[src/rtl/dec_seg_scan_if.sv]
// Bus between the digit source and the seven-segment scanner: frame digits in,
// multiplexed segment/enable drive plus frame status out.
interface dec_seg_scan_if #(
  parameter int NDIG = 4
);
  logic [4*NDIG-1:0] digits;
  logic              blank_lz;
  logic [6:0]        seg;
  logic [NDIG-1:0]   an;
  logic              frame_done;
  logic              err;

  modport master (
    output digits, blank_lz,
    input  seg, an, frame_done, err
  );

  modport slave (
    input  digits, blank_lz,
    output seg, an, frame_done, err
  );
endinterface

[src/rtl/dec_seg_scan.sv]
// Seven-segment scanner: latches a frame of decimal digits once per scan frame and
// time-multiplexes it onto a shared segment bus with one-hot digit enables.
module dec_seg_scan #(
  parameter int NDIG     = 4,
  parameter int SCAN_DIV = 4
) (
  input  logic           clk,
  input  logic           reset,
  dec_seg_scan_if.slave  bus
);

  localparam int DW = (SCAN_DIV > 1) ? $clog2(SCAN_DIV) : 1;
  localparam int IW = (NDIG > 1) ? $clog2(NDIG) : 1;
  localparam logic [DW-1:0] DIV_LAST = DW'(SCAN_DIV - 1);
  localparam logic [IW-1:0] IDX_LAST = IW'(NDIG - 1);

  function automatic logic [6:0] seg_decode(input logic [3:0] d);
    logic [6:0] s;
    case (d)
      4'd0:    s = 7'h3F;
      4'd1:    s = 7'h06;
      4'd2:    s = 7'h5B;
      4'd3:    s = 7'h4F;
      4'd4:    s = 7'h66;
      4'd5:    s = 7'h6D;
      4'd6:    s = 7'h7D;
      4'd7:    s = 7'h07;
      4'd8:    s = 7'h7F;
      4'd9:    s = 7'h6F;
      default: s = 7'h79;
    endcase
    return s;
  endfunction

  logic [DW-1:0]   div_cnt;
  logic [IW-1:0]   idx;
  logic [3:0]      frame_buf [NDIG];
  logic [6:0]      seg_q;
  logic [NDIG-1:0] an_q;
  logic            frame_done_q;
  logic            err_q;

  logic            div_wrap;
  logic            eof;
  logic [NDIG-1:0] zero_from;
  logic [3:0]      cur_digit;
  logic            cur_blank;
  logic            any_bad;
  logic [6:0]      seg_next;
  logic [NDIG-1:0] an_next;

  assign div_wrap = (div_cnt == DIV_LAST);
  assign eof      = div_wrap && (idx == IDX_LAST);

  // NOTE: every always_comb output gets a default before any branch, so no path
  // leaves a value unassigned and no latch is inferred.
  always_comb begin
    logic acc;
    acc       = 1'b1;
    zero_from = '0;
    cur_digit = 4'd0;
    cur_blank = 1'b0;
    any_bad   = 1'b0;
    // zero_from[i] is set when digit i and every more significant digit are zero
    for (int i = NDIG - 1; i >= 0; i--) begin
      acc          = acc && (frame_buf[i] == 4'd0);
      zero_from[i] = acc;
    end
    // Explicit select keeps a non-power-of-two NDIG from indexing past the buffer
    for (int i = 0; i < NDIG; i++) begin
      if (idx == IW'(i)) begin
        cur_digit = frame_buf[i];
        cur_blank = (i != 0) && zero_from[i];
      end
    end
    for (int i = 0; i < NDIG; i++) begin
      if (bus.digits[4*i +: 4] > 4'd9) any_bad = 1'b1;
    end
    an_next  = NDIG'(1) << idx;
    seg_next = (bus.blank_lz && cur_blank) ? 7'h00 : seg_decode(cur_digit);
  end

  // NOTE: sequential state uses non-blocking assignments so every register
  // samples pre-edge values, independent of statement order.
  always_ff @(posedge clk) begin
    if (reset) begin
      div_cnt      <= '0;
      idx          <= '0;
      seg_q        <= '0;
      an_q         <= '0;
      frame_done_q <= 1'b0;
      err_q        <= 1'b0;
      // NOTE: the frame buffer is cleared on reset on purpose: the display right
      // after reset must show a defined all-zero frame, not stale digits.
      for (int i = 0; i < NDIG; i++) frame_buf[i] <= 4'd0;
    end else begin
      seg_q        <= seg_next;
      an_q         <= an_next;
      div_cnt      <= div_wrap ? '0 : div_cnt + 1'b1;
      frame_done_q <= eof;
      if (div_wrap) idx <= (idx == IDX_LAST) ? '0 : idx + 1'b1;
      if (eof) begin
        for (int i = 0; i < NDIG; i++) frame_buf[i] <= bus.digits[4*i +: 4];
        err_q <= any_bad;
      end
    end
  end

  assign bus.seg        = seg_q;
  assign bus.an         = an_q;
  assign bus.frame_done = frame_done_q;
  assign bus.err        = err_q;

endmodule

[src/flat_wrapper.sv]
// flat-port wrapper written by rule: the top's interface ports become plain ports
module dec_seg_scan_flat 
#(
  parameter int NDIG     = 4,
  parameter int SCAN_DIV = 4
)
  (clk, reset, bus_digits, bus_blank_lz, bus_seg, bus_an, bus_frame_done, bus_err);
  dec_seg_scan_if #(.NDIG(NDIG)) bus_i ();
  input  logic clk;
  input  logic reset;
  input wire logic [$bits(bus_i.digits)-1:0] bus_digits;
  input wire logic [$bits(bus_i.blank_lz)-1:0] bus_blank_lz;
  output wire logic [$bits(bus_i.seg)-1:0] bus_seg;
  output wire logic [$bits(bus_i.an)-1:0] bus_an;
  output wire logic [$bits(bus_i.frame_done)-1:0] bus_frame_done;
  output wire logic [$bits(bus_i.err)-1:0] bus_err;
  assign bus_i.digits = bus_digits;
  assign bus_i.blank_lz = bus_blank_lz;
  assign bus_seg = bus_i.seg;
  assign bus_an = bus_i.an;
  assign bus_frame_done = bus_i.frame_done;
  assign bus_err = bus_i.err;
  dec_seg_scan #(.NDIG(NDIG), .SCAN_DIV(SCAN_DIV)) u_core (.clk(clk), .reset(reset), .bus(bus_i));
endmodule
[config.mk]
export PLATFORM = sky130hd
export DESIGN_NAME = dec_seg_scan_flat
export DESIGN_NICKNAME = d
export VERILOG_FILES = /design/src/rtl/dec_seg_scan_if.sv /design/src/rtl/dec_seg_scan.sv /design/src/flat_wrapper.sv
export SDC_FILE = /design/constraint.sdc
export NUM_CORES = 1
export LEC_CHECK = 0
export ABC_AREA = 1
export BUFFER_PORTS_ARGS = -buffer_cell sky130_fd_sc_hd__buf_4
export CORE_MARGIN = 1.5
export CORE_UTILIZATION = 54
export DETAILED_ROUTE_END_ITERATION = 10
export GPL_TIMING_DRIVEN = 0
export MAX_ROUTING_LAYER = met4
export PLACE_DENSITY = 0.86
export REMOVE_ABC_BUFFERS = 1
export SYNTH_ARGS = -nofsm -noshare
export SYNTH_HDL_FRONTEND = slang
export SYNTH_SLANG_ARGS = --single-unit
[constraint.sdc]
create_clock -name clk -period 2.4 [get_ports clk]
set_input_delay 0.36 -clock clk [delete_from_list [all_inputs] [get_ports clk]]
set_output_delay 0.36 -clock clk [all_outputs]
set_load 0.1 [all_outputs]
==> summary.txt, run 1 <==
Pwr
  • Pwr/cell area: 649.9 nW/um2
  • Total internal power: 0.8480 mW
  • Net Switching: 0.4197 mW
  • Logic pwr share: 0.250
  • Register share of total power: 0.500
  • Clock network fraction of design power: 0.249
  • Peak VDD IR: 0.3977 mV
  • Leak Pwr: 0.9843 nW
  • Switching share of power: 0.3310

Worst setup path
  • Crit path max fanout: 8
  • CP max-delay cell: dfxtp_1
  • Max stage delay on crit path: between 0.4 and 0.5 ns
  • Data arrival, critical path: around 2.4 ns
  • CP cell instances: ha_1 -> inv_2 -> or2_1 -> nand2_1 -> inv_1 -> ha_1 -> nand2_1 -> nand2_2 -> nand2_1 -> nand2_1 -> inv_1
  • Worst setup SP type: flop
  • CP most frequent cell: nand2_1
  • WP data required: 2.64 ns
  • Setup crit end kind: flop
  • Worst R2R Setup Slack: 0.28 ns
  • Critical path class: flop to flop
  • R2R depth: 11
  • Reg2reg start: u_core.idx[0]
  • Capturing point of the worst reg2reg path: u_core.bus.seg[1]

STA
  • Final setup fails: 0
  • RSZ-0062 raised after global routing: false
  • Worst-margin pin slew: roughly 0.66 ns
  • Final Critical Period: 2.121 ns
  • Slew headroom: 0.5557
  • Setup TNS: 0 ns
  • Worst Clk Skew: 0.006280 ns
  • Hold Slack: approximately 0.27 ns
  • Final hold violation count: 0
  • Fmax: 0.4714 GHz
  • Max-slew violations: 0
  • Final Cycle Share: 0.8839

Floorplan
  • Core Area: between 2000 and 3000 um2
  • Die area: about 3400 um2
  • I/O pin total: 32
  • Die Height: 58.16 um
  • Die Wd: 58.16 um
  • Initial core utilization: 0.5807
  • FP Rows: 19

Synth
  • Post-Syn Area: 1643 um2
  • Ys flop type: dfxtp_1
  • Yosys top cell area share: 0.2925
  • Synth Register Bits: 33
  • Unique masters post-synth: 24
  • Syn Inst Count: roughly 190
  • Post-synth ARST share: 0
  • Synth warn: 0
  • Sequential fraction of the synthesis area: 0.4996
  • Number of enable flip-flop cells after synthesis: 16
  • Post-synth top cells: 36 x nor2_1, 31 x nand2_1, 27 x inv_1
  • Synth top area cells: edfxtp_1 29%, dfxtp_1 21%, ha_1 8.4%
  • Avg Cell Area, Syn: 8.556 um2
  • Most common cell in the synthesized netlist: nor2_1
  • Synth area leader: edfxtp_1

Route
  • WL/cell: 10.46 um
  • First drt pass iteration count: 6
  • Routed WL: 2.708 mm
  • DRC errors left: 0
  • Vias per cell: 4.784
  • DRT iter0 DRCs: 30
  • Total number of vias: 1239
  • Post-route ant nets: 0

Final layout
  • Multi-input gate area: ~680 um2
  • Number of nets in the layout: between 200 and 300
  • Flip-flop and latch area: 820.8 um2
  • Fill cell count: 236
  • Share of cells above drive strength 1: 0.2412
  • Layout area overhead: 18.74%
  • # diodes: 0

Placed design
  • Buffers on Ports: 31
  • Gp weighted congestion: between 0.9 and 1
  • Post-DP HPWL: 2.087 mm

Clock network
  • H-Tree Depth: 2
  • CTS clk-pin slew, worst paths: 0.10 ns
  • Clock buffer depth: 2
  • CTS root buf: clkbuf_4
  • Clock buffer count from CTS: 5
  • Setup Fix Bufs, Post-CTS: 0
  • Clock sinks: 33
  • Clock Latency Late Sink: 0.33 ns
  • CTS tree: yes

Run
  • Max Cap Violations: 0

Status
  • Status: completed

GRT
  • Initial antenna violation count: 0
  • Largest net degree at the start of global routing: 18
  • All-layer global routing usage: 0.1870
  • First-pass GRT wire length: ~4.6 mm
  • Vias in the first global route: 1140
  • Global route overflow: 0

Min path
  • Min-delay worst type: input port to flop
  • HP Start: reset
  • Hold path depth: 2
  • Hold path endpoint: u_core.bus.an[0]
## registers in the layout, summed over array words and instances (netlist names)
signal,flops
u_core.bus.an,4
u_core.bus.err,1
u_core.bus.frame_done,1
u_core.bus.seg,7
u_core.div_cnt,2
u_core.frame_buf,16
u_core.idx,2
## power groups by stage
stage                     registers [mW]  clock network (mW)  logic, mW
after floorplan                    0.774                   0      0.112
after global placement             0.646                   0      0.312
after detailed placement           0.647                   0      0.317
after CTS                          0.634               0.317      0.318
after global routing               0.637               0.346      0.345
final                              0.634               0.316      0.317
## timing repair
action                                  CTS  global route
resized for setup                         0             1
hold buffers                              0             0
endpoints found under the setup margin    0             1
## worst max-delay path: cells and delay by family, from the launching register on
| kind | cells | cell delay (ns) |
|---|---|---|
| fa+ha+maj | 2 | 0.71 |
| buf+inv | 3 | 0.24 |
| flops | 1 | 0.46 |
| simple gates | 6 | 0.63 |
## metrics by stage
stage	setup slack [ns]	cells	total power, mW	utilization	area [um2]
after CTS	0.2132	259	1.269	0.6882	1947
after global placement	0.3042	251	0.9578	0.6670	1887
after floorplan	0.5462	189	0.8862	-	1615
after global routing	0.1060	259	1.329	0.6895	1951
after detailed placement	0.2424	251	0.9646	0.6670	1887
final	0.2786	259	1.268	0.6895	1951
## logic make-up (layout without fill, tap and decap cells)
logic type                 count (synthesis)  after routing  share of synthesized area
and+or+nand+nor                           95             95                     0.2628
DFF                                       33             33                     0.4996
AOI/OAI and AO/OA                         17             17                    0.05864
buffers and inverters                     35             71                    0.08987
adders and majority gates                 11             11                    0.08378
xor gates and xnor gates                   1              1                   0.005332
## placed cells by master (no fill, tap or decap), types with 2 or more instances in the layout
master	instances
nand3_1	8
buf_4	31
edfxtp_1	16
nand2_1	31
nor2_1	36
clkbuf_4	5
a21oi_1	11
dfxtp_1	17
nand3_2	2
inv_2	5
o21ai_0	3
nor2_4	2
nor3_1	7
nand2_2	4
ha_1	11
inv_1	27
## worst max-delay path by stage
stage                   from                 to
2_1_floorplan  u_core.idx[0]  u_core.bus.seg[1]
5_1_grt        u_core.idx[0]  u_core.bus.seg[1]
3_5_place_dp   u_core.idx[0]  u_core.bus.seg[2]
3_3_place_gp   u_core.idx[0]  u_core.bus.seg[2]
6_report       u_core.idx[0]  u_core.bus.seg[1]
4_1_cts        u_core.idx[0]  u_core.bus.seg[2]
## area by class of cell
cell class / instances / share of cell area
sequential: 33 / 0.4208
multi-input combinational: 124 / 0.3477
timing repair buffer: 31 / 0.1193
inverter: 32 / 0.06158
clock buffer: 6 / 0.02630
tap: 31 / 0.01988
clock inverter: 2 / 0.004490
## metal layers
layer	vias to the layer above	track usage	part of all wire
met5	-	-	0
li1	672	-	-
met3	7	0.04688	0.041
met4	0	0.09967	0.023
met1	533	0.2190	0.45
met2	27	0.2955	0.48
No activity file was read; power rests on OpenSTA's default activity.
==> run 2: changes to the inputs <==
CORE_UTILIZATION = 56   (was 54)
CTS_BUF_LIST = sky130_fd_sc_hd__clkbuf_2   (was unset)
PLACE_DENSITY = 0.89   (was 0.86)
==> run 2 against run 1 <==
  * Utilization increased by 0.37 points
  * Register-to-register slack got worse by 0.03 ns
  * Sequential share of layout area increased by 0.49 points
  * Clock power decreased by 22%
  * Largest cell class unchanged
  * Largest power group unchanged
==> summary.txt, run 2 (synthesized netlist as in run 1, its figures left out) <==
Status
  • Status: completed

GRT
  • Initial antenna violation count: 0
  • Vias in the first global route: approximately 1.3k
  • Global route overflow: 0
  • All-layer global routing usage: 0.2119
  • First-pass GRT wire length: 5.064 mm
  • Largest net degree at the start of global routing: 18

Clock network
  • Clock buffer count from CTS: 5
  • CTS clk-pin slew, worst paths: roughly 0.16 ns
  • Clock sinks: 33
  • Clock Latency Late Sink: 0.37 ns
  • Setup Fix Bufs, Post-CTS: 0
  • H-Tree Depth: 2
  • CTS tree: yes
  • CTS root buf: clkbuf_2
  • Clock buffer depth: 2

Route
  • WL/cell: about 11 um
  • DRC errors left: 0
  • Routed WL: approximately 2.9 mm
  • Vias per cell: roughly 5.0
  • Post-route ant nets: 0
  • First drt pass iteration count: 4
  • Total number of vias: 1288
  • DRT iter0 DRCs: 55

STA
  • Fmax: 0.4658 GHz
  • Setup ws final: 0.2532 ns
  • Hold Slack: 0.2134 ns
  • Slew headroom: 0.5616
  • Final setup fails: 0
  • Final Critical Period: 2.147 ns
  • Max-slew violations: 0
  • Setup TNS: 0 ns
  • RSZ-0062 raised after global routing: false
  • Final Cycle Share: 0.8945
  • Final hold violation count: 0
  • Worst-margin pin slew: 0.6560 ns
  • Worst Clk Skew: 0.01881 ns

Final layout
  • Biggest register: u_core.frame_buf
  • Flip-flop and latch area: 820.8 um2
  • Share of cells above drive strength 1: 0.2368
  • Fin cells: 259
  • Most common cell after layout, fill and taps aside: nor2_1
  • Most frequent cells in the layout: 36 x nor2_1, 31 x nand2_1, 31 x buf_4
  • Max FFs per register: 16
  • Layout area overhead: 17.36%
  • Fill cell count: 232
  • Number of nets in the layout: 257
  • Design area: roughly 1900 um2
  • # diodes: 0
  • Multi-input gate area: 678.2 um2

Placed design
  • Post-DP HPWL: about 2.2 mm
  • Dpl cell area: 1887 um2
  • Gp weighted congestion: a little under 0.9
  • Placed cell count: 251
  • Place WS: 0.2673 ns
  • Buffers on Ports: 31

Min path
  • Min-delay worst type: input port to flop
  • HP Start: reset

Pwr
  • Switching share of power: 0.3534
  • Logic pwr share: 0.266
  • Peak VDD IR: 0.7280 mV
  • Clock network fraction of design power: 0.204
  • Total internal power: a little under 0.8 mW
  • Leak Pwr: 0.9764 nW
  • Net Switching: 0.4235 mW
  • Pwr/cell area: approximately 620 nW/um2
  • Register share of total power: 0.530

Worst setup path
  • CP most frequent cell: nand2_1
  • Cell family with most CP delay: adder cells
  • Setup crit start: u_core.idx[0]
  • Critical path class: flop to flop
  • Reg2reg start: u_core.idx[0]
  • Max stage delay on crit path: 0.49 ns
  • CP max-delay cell: dfxtp_1
  • Crit path buf inv count: 3
  • Setup crit end kind: flop
  • Data arrival, critical path: 2.43 ns
  • CP cell instances: ha_1 -> inv_2 -> or2_1 -> nand2_1 -> inv_1 -> ha_1 -> nand2_1 -> nand2_2 -> nand2_1 -> nand2_1 -> inv_1
  • Crit path max fanout: 8
  • Worst setup SP type: flop
  • WP data required: 2.68 ns

Floorplan
  • Die Wd: 57.16 um
  • I/O pin total: 32
  • FP Rows: 19
  • Core Area: about 2800 um2
  • Initial core utilization: 0.5906
  • Die area: 3267 um2
  • Die Height: 57.16 um

Run
  • Max Cap Violations: 0
-- run 2: area by class of cell --
class	instances	area share
Timing Repair Buffer	31	0.1207
Clock buffer	5	0.01298
Sequential cell	33	0.4257
Tap cell	31	0.02012
Multi-Input combinational cell	124	0.3517
Clock inverter	3	0.006489
Inverter	32	0.06230
-- run 2: final timing paths --
path | to | slack, ns | cells past startpoint
max reg2reg | u_core.bus.seg[1] | 0.25 | 11
max | u_core.bus.seg[1] | 0.25 | 11
min | u_core.idx[1] | 0.21 | 2
min reg2reg | u_core.div_cnt[0] | 0.43 | 1
-- run 2: per-layer routing --
metal | track usage | vias to the layer above | wire [um]
met5 | - | - | 0
met4 | 0.07973 | 0 | 52
met3 | 0.06803 | 5 | 133
met2 | 0.3777 | 37 | 1496
met1 | 0.2151 | 578 | 1215
li1 | - | 668 | -
-- run 2: worst register-to-register path, delay by kind of cell, from the launching register on --
| family | cells | cell delay (ns) |
|---|---|---|
| adders and majority gates | 2 | 0.71 |
| and+or+nand+nor | 6 | 0.63 |
| buffers and inverters | 3 | 0.24 |
| DFF | 1 | 0.49 |
-- run 2: timing repair --
| item | in CTS | in global routing |
|---|---|---|
| hold buffers | 0 | 0 |
| setup endpoints to repair | 0 | 1 |
| hold endpoints to repair | 0 | 0 |
| gates resized for setup | 0 | 1 |
-- run 2: per-stage QoR --
step                      total power, mW    util
final                               1.198  0.6932
after global placement             0.9574  0.6784
after detailed placement           0.9657  0.6784
after floorplan                    0.8862       -
after CTS                           1.202  0.6919
after global routing                1.261  0.6932
-- run 2: power groups by stage --
stage | logic (mW) | registers (mW) | clock network (mW)
6_report | 0.319 | 0.635 | 0.245
5_1_grt | 0.345 | 0.639 | 0.277
4_1_cts | 0.319 | 0.635 | 0.248
3_5_place_dp | 0.318 | 0.648 | 0
3_3_place_gp | 0.311 | 0.646 | 0
2_1_floorplan | 0.112 | 0.774 | 0
